**src/rtl/alu_resp_if.sv**
```systemverilog
// Request/response bundle between an ALU initiator and the alu_resp execution unit.
interface alu_resp_if #(
  parameter int TAG_W = 4
);
  logic             req_valid;
  logic             req_ready;
  logic [7:0]       req_a;
  logic [7:0]       req_b;
  logic [2:0]       req_sel;
  logic [TAG_W-1:0] req_tag;
  logic             rsp_valid;
  logic             rsp_ready;
  logic [7:0]       rsp_result;
  logic [3:0]       rsp_nzvc;
  logic [TAG_W-1:0] rsp_tag;
  logic [15:0]      rsp_count;

  modport master (
    output req_valid, req_a, req_b, req_sel, req_tag, rsp_ready,
    input  req_ready, rsp_valid, rsp_result, rsp_nzvc, rsp_tag, rsp_count
  );

  modport slave (
    input  req_valid, req_a, req_b, req_sel, req_tag, rsp_ready,
    output req_ready, rsp_valid, rsp_result, rsp_nzvc, rsp_tag, rsp_count
  );
endinterface

```
**src/rtl/alu_resp.sv**
```systemverilog
// Streaming 8-op ALU: result/NZVC/tag written into a 2-entry response FIFO on accept (1-cycle latency).
// req_ready depends only on registered fill level; consumer stalls hold the head stable.
module alu_resp #(
  parameter int TAG_W = 4
) (
  input  logic       clk,
  input  logic       rst_n,
  alu_resp_if.slave  bus
);

  typedef struct packed {
    logic [7:0]       result;
    logic [3:0]       nzvc;
    logic [TAG_W-1:0] tag;
  } rsp_ent_t;

  rsp_ent_t    mem_q [2];
  logic [1:0]  count_q, count_d;
  logic        wr_ptr_q, rd_ptr_q;
  logic [15:0] rsp_count_q, rsp_count_d;
  logic        init_q;
  logic        push, pop;
  rsp_ent_t    alu_ent;

  logic [7:0]  opb;
  logic [8:0]  sum9;
  logic [7:0]  res;
  logic        ovf, cry;

  always_comb begin
    opb  = bus.req_b;
    sum9 = '0;
    res  = '0;
    ovf  = 1'b0;
    cry  = 1'b0;
    if (bus.req_sel == 3'd1 || bus.req_sel == 3'd3) begin
      opb = 8'd1;
    end
    case (bus.req_sel)
      3'd0, 3'd1: begin
        sum9 = {1'b0, bus.req_a} + {1'b0, opb};
        res  = sum9[7:0];
        cry  = sum9[8];
        ovf  = (bus.req_a[7] == opb[7]) && (res[7] != bus.req_a[7]);
      end
      3'd2, 3'd3: begin
        // Bit 8 of the 9-bit difference is the unsigned borrow.
        sum9 = {1'b0, bus.req_a} - {1'b0, opb};
        res  = sum9[7:0];
        cry  = sum9[8];
        ovf  = (bus.req_a[7] != opb[7]) && (res[7] != bus.req_a[7]);
      end
      3'd4:    res = bus.req_a & bus.req_b;
      3'd5:    res = bus.req_a | bus.req_b;
      3'd6:    res = bus.req_a ^ bus.req_b;
      default: res = ~bus.req_a;
    endcase
    alu_ent.result = res;
    alu_ent.nzvc   = {res[7], (res == 8'h00), ovf, cry};
    alu_ent.tag    = bus.req_tag;
  end

  // init_q keeps req_ready low until the first edge after reset releases.
  assign bus.req_ready = rst_n && init_q && (count_q != 2'd2);
  assign bus.rsp_valid = (count_q != 2'd0);

  assign push = bus.req_valid && bus.req_ready;
  assign pop  = bus.rsp_valid && bus.rsp_ready;

  always_comb begin
    count_d     = count_q + {1'b0, push} - {1'b0, pop};
    rsp_count_d = rsp_count_q + {15'd0, pop};
  end

  always_ff @(posedge clk) begin
    if (!rst_n) begin
      mem_q[0]    <= '0;
      mem_q[1]    <= '0;
      count_q     <= 2'd0;
      wr_ptr_q    <= 1'b0;
      rd_ptr_q    <= 1'b0;
      rsp_count_q <= 16'd0;
      init_q      <= 1'b0;
    end else begin
      init_q      <= 1'b1;
      count_q     <= count_d;
      rsp_count_q <= rsp_count_d;
      if (push) begin
        mem_q[wr_ptr_q] <= alu_ent;
        wr_ptr_q        <= ~wr_ptr_q;
      end
      if (pop) begin
        rd_ptr_q <= ~rd_ptr_q;
      end
    end
  end

  assign bus.rsp_result = mem_q[rd_ptr_q].result;
  assign bus.rsp_nzvc   = mem_q[rd_ptr_q].nzvc;
  assign bus.rsp_tag    = mem_q[rd_ptr_q].tag;
  assign bus.rsp_count  = rsp_count_q;

endmodule

```
**src/flat_wrapper.sv**
```systemverilog
// flat-port wrapper written by rule: the top's interface ports become plain ports
module alu_resp_flat 
#(
  parameter int TAG_W = 4
)
  (clk, rst_n, bus_req_valid, bus_req_a, bus_req_b, bus_req_sel, bus_req_tag, bus_rsp_ready, bus_req_ready, bus_rsp_valid, bus_rsp_result, bus_rsp_nzvc, bus_rsp_tag, bus_rsp_count);
  alu_resp_if #(.TAG_W(TAG_W)) bus_i ();
  input  logic clk;
  input  logic rst_n;
  input wire logic [$bits(bus_i.req_valid)-1:0] bus_req_valid;
  input wire logic [$bits(bus_i.req_a)-1:0] bus_req_a;
  input wire logic [$bits(bus_i.req_b)-1:0] bus_req_b;
  input wire logic [$bits(bus_i.req_sel)-1:0] bus_req_sel;
  input wire logic [$bits(bus_i.req_tag)-1:0] bus_req_tag;
  input wire logic [$bits(bus_i.rsp_ready)-1:0] bus_rsp_ready;
  output wire logic [$bits(bus_i.req_ready)-1:0] bus_req_ready;
  output wire logic [$bits(bus_i.rsp_valid)-1:0] bus_rsp_valid;
  output wire logic [$bits(bus_i.rsp_result)-1:0] bus_rsp_result;
  output wire logic [$bits(bus_i.rsp_nzvc)-1:0] bus_rsp_nzvc;
  output wire logic [$bits(bus_i.rsp_tag)-1:0] bus_rsp_tag;
  output wire logic [$bits(bus_i.rsp_count)-1:0] bus_rsp_count;
  assign bus_i.req_valid = bus_req_valid;
  assign bus_i.req_a = bus_req_a;
  assign bus_i.req_b = bus_req_b;
  assign bus_i.req_sel = bus_req_sel;
  assign bus_i.req_tag = bus_req_tag;
  assign bus_i.rsp_ready = bus_rsp_ready;
  assign bus_req_ready = bus_i.req_ready;
  assign bus_rsp_valid = bus_i.rsp_valid;
  assign bus_rsp_result = bus_i.rsp_result;
  assign bus_rsp_nzvc = bus_i.rsp_nzvc;
  assign bus_rsp_tag = bus_i.rsp_tag;
  assign bus_rsp_count = bus_i.rsp_count;
  alu_resp #(.TAG_W(TAG_W)) u_core (.clk(clk), .rst_n(rst_n), .bus(bus_i));
endmodule
```
**config.mk**
```make
export PLATFORM = sky130hd
export DESIGN_NAME = alu_resp_flat
export DESIGN_NICKNAME = d
export VERILOG_FILES = /design/src/rtl/alu_resp_if.sv /design/src/rtl/alu_resp.sv /design/src/flat_wrapper.sv
export SDC_FILE = /design/constraint.sdc
export NUM_CORES = 1
export LEC_CHECK = 0
export BUFFER_PORTS_ARGS = -buffer_cell sky130_fd_sc_hd__buf_4
export CORE_UTILIZATION = 46
export DETAILED_ROUTE_END_ITERATION = 12
export MAX_ROUTING_LAYER = met4
export PLACE_DENSITY = 0.67
export SETUP_SLACK_MARGIN = 0.2
export SYNTH_ARGS = -nofsm -noshare
export SYNTH_HDL_FRONTEND = slang
export SYNTH_SLANG_ARGS = --single-unit
```
**constraint.sdc**
```tcl
create_clock -name clk -period 10.02 [get_ports clk]
set_input_delay 0.501 -clock clk [delete_from_list [all_inputs] [get_ports clk]]
set_output_delay 0.501 -clock clk [all_outputs]
set_load 0.05 [all_outputs]
```
==> flow_metrics.tcl <==
set metrics [dict create \
    drc 0 \
    row_count 31 \
    cts_setup_buffers 0 \
    switching_power_w 0.0002458 \
    yosysWarnings 0 \
    skew_ns 0.007717 \
    synthesis.instances 379 \
    place_congestion 0.7898 \
    slew_headroom 0.5342 \
    synth_fa_ha_area_frac 0.1467 \
    fin_area_mm2 0.004263 \
    netlist_area_mm2 0.003600 \
    fmaxAchievable_mhz 306.2 \
    grt_first_pass_wirelength_mm 11.76 \
    cts_buffers 5 \
    setup_violations 0 \
    cap_violations 0 \
    synth_top_flop_cell "edfxtp_1" \
    clkTransAtPathRegs_ns 0.10 \
    root_buffer "clkbuf_8" \
    power_w 0.0007173 \
    synth.area.top_cells "edfxtp_1 (25%), ha_1 (14%), dfxtp_1 (12%)" \
    swShare 0.3426 \
    cts-resized-gates 0 \
    ir_drop_v 0.00007413 \
    clk_path_buf_depth 2 \
    p_per_area_mw_per_mm2 168.3 \
    hold_buffers 0 \
    startpoint "bus_req_sel[2]" \
    cp.required_ns 10.13 \
    yosys-top-cells-count "ha_1 (39), inv_1 (38), edfxtp_1 (30)" \
    path_max_fanout 20 \
    grt_overflow 0 \
    r2r_end "u_core.mem_q[1][2]" \
    post-route-period-util 0.3260 \
    comb_power_share 0.369 \
    die-area_mm2 0.008183 \
    coreArea_mm2 0.007408 \
    cp.arrival_ns 3.37 \
    async_reset_ff_frac 0 \
    synth_top_area_frac 0.2503 \
    viasPerCell 5.213 \
    hold_viol 0 \
    drt-total-wl_mm 6.863 \
    period_minus_slack_ns 3.266 \
    end_kind "flip-flop" \
    start_util 0.4859 \
    wl_per_cell_um 12.92 \
    r2r.worst_path.cells 6 \
    startpoint_type "input pin" \
    dp_hpwl_mm 5.322 \
    synth-seq-cells 52 \
    drive_gt1_frac 0.2153 \
    synth_xor_area_frac 0.04623 \
    clockPowerShare 0.267 \
    r2r_start "u_core.count_q[0]" \
    numPortBuffers 60 \
    grt_util_all_layers 0.1807 \
    synthSimpleGateAreaFrac 0.1745 \
    finalNetCount 499 \
    synth_top_area_cell "edfxtp_1" \
    synth_mux_area_frac 0.08551 \
    die_y_um 90.46 \
    syn_nets 447 \
    clk_latency_ns 0.30 \
    seq_area_frac_synth 0.3726 \
    synth_compound_area_frac 0.1144 \
    path_class "input pin to flip-flop" \
    synth-edff-count 30 \
    drt-pass1-iter-count 4 \
    ff2ff_setup_slack_ns 7.85 \
    fp.dieW_um 90.46 \
    cts.sinks 52 \
    antenna_found_initial 0 \
    p_int_w 0.0004715 \
    synth.most_common_cell "ha_1" \
    multi_input_area_mm2 0.002042 \
    status "finished, final reports clean" \
    drtIter0Drc 142 \
    synth_top_family_by_area "simple AND/OR/NAND/NOR gates" \
    syn_avg_cell_area_um2 9.498 \
    hold_class "input pin to flip-flop" \
    route.vias.total 2768 \
    worst_pin_slew_ns 0.6977 \
    finalSetupTns_ns 0 \
    ys_types 44 \
    antenna_cells 0 \
    fillers 679 \
    slew_violations 0 \
    rsz0062_at_grt "no" \
    layout-area-overhead-vs-synth_pct 18.42 \
    grt_pass1_vias 2590 \
    crit_end "u_core.mem_q[1][6]" \
    cts_tree "yes" \
    place_area_mm2 0.004104 \
    regArea_mm2 0.001341 \
    ant_nets 0 \
    io_pins 61 \
    htree_levels 2 \
    p_leak_nw 1.954 \
    grt_max_degree 27 \
    pwr-share-seq 0.364 \
]
==> layout make-up <==
type                            instances  area share
Clock buffer                            5     0.01614
Tap cell                               99     0.02906
Multi-Input combinational cell        273      0.4790
Timing Repair Buffer                   60      0.1057
Sequential cell                        52      0.3146
Clock inverter                          3     0.02113
Inverter                               39     0.03434
==> sequential cells by signal, summed over array words and instances, names as in the netlist, named ones only <==
| signal | cells |
|---|---|
| u_core.wr_ptr_q | 1 |
| u_core.count_q | 2 |
| u_core.bus.rsp_count | 16 |
| u_core.rd_ptr_q | 1 |
| u_core.mem_q | 30 |
| u_core.init_q | 1 |
==> worst min-delay path by stage <==
stage / cells past startpoint / end / slack (ns) / start
after floorplan: 2 / u_core.wr_ptr_q / 0.50 / u_core.wr_ptr_q
after global placement: 2 / u_core.bus.rsp_count[14] / 0.49 / u_core.bus.rsp_count[14]
after detailed placement: 2 / u_core.bus.rsp_count[14] / 0.50 / u_core.bus.rsp_count[14]
after CTS: 1 / u_core.init_q / 0.46 / rst_n
after global routing: 1 / u_core.init_q / 0.46 / rst_n
final: 1 / u_core.init_q / 0.47 / rst_n
==> power by group through the flow <==
stage / combinational [W] / sequential [W] / clock, W
3_5_place_dp: 0.000267 / 0.000267 / 0
6_report: 0.000265 / 0.000261 / 0.000191
4_1_cts: 0.000268 / 0.000262 / 0.000195
3_3_place_gp: 0.000262 / 0.000266 / 0
2_1_floorplan: 0.000201 / 0.000262 / 0
5_1_grt: 0.000289 / 0.000264 / 0.000203
==> critical path, cell delays in order <==
cell and delay [ns]:
buf_4 0.22, nand2b_1 0.32, nand2_1 0.15, ha_1 0.24, fa_1 0.38, nor2b_1 0.16, o311ai_0 0.30, a21oi_1 0.14
o31ai_1 0.25, xor2_1 0.12, mux2_2 0.28, nor4_1 0.30
==> placed cells by master (no fill, tap or decap), drive strengths merged, types with 4 or more instances in the layout <==
cell and instances:
clkbuf 5, ha 39, nor2 28, nor2b 6, inv 39, and3 10
nor3 6, or3 4, dfxtp 22, o211ai 7, o31ai 4, edfxtp 30
nand3 8, nand2 29, and2 20, xor2 4, a21boi 5, mux2 16
o21ai 15, nand2b 8, xnor2 15, a21oi 18, mux2i 6, buf 60
==> through the flow <==
| stage | instances | setup slack (ns) | utilization | hold slack, ns |
|---|---|---|---|---|
| after floorplan | 379 | 6.421 | - | 0.4966 |
| after global placement | 523 | 6.546 | 0.5540 | 0.4883 |
| after detailed placement | 523 | 6.425 | 0.5540 | 0.5020 |
| after CTS | 531 | 6.738 | 0.5754 | 0.4614 |
| after global routing | 531 | 6.476 | 0.5754 | 0.4637 |
| final | 531 | 6.754 | 0.5754 | 0.4685 |
==> per-layer routing <==
layer	vias up	global-route usage	part of all wire
met3	9	0.02357	0.039
met5	-	-	0
met2	68	0.2986	0.48
met4	0	0.06586	0.018
met1	1281	0.2262	0.46
li1	1410	-	-
==> cell families after synthesis <==
kind of cell             count (synthesis)
XOR/XNOR                                19
flip-flops                              52
adder cells (fa/ha/maj)                 41
multiplexers                            25
buffers and inverters                   54
AO/OA/AOI/OAI                           62
AND/OR/NAND/NOR                        126
Note: power is estimated with default switching activity, not from simulation.
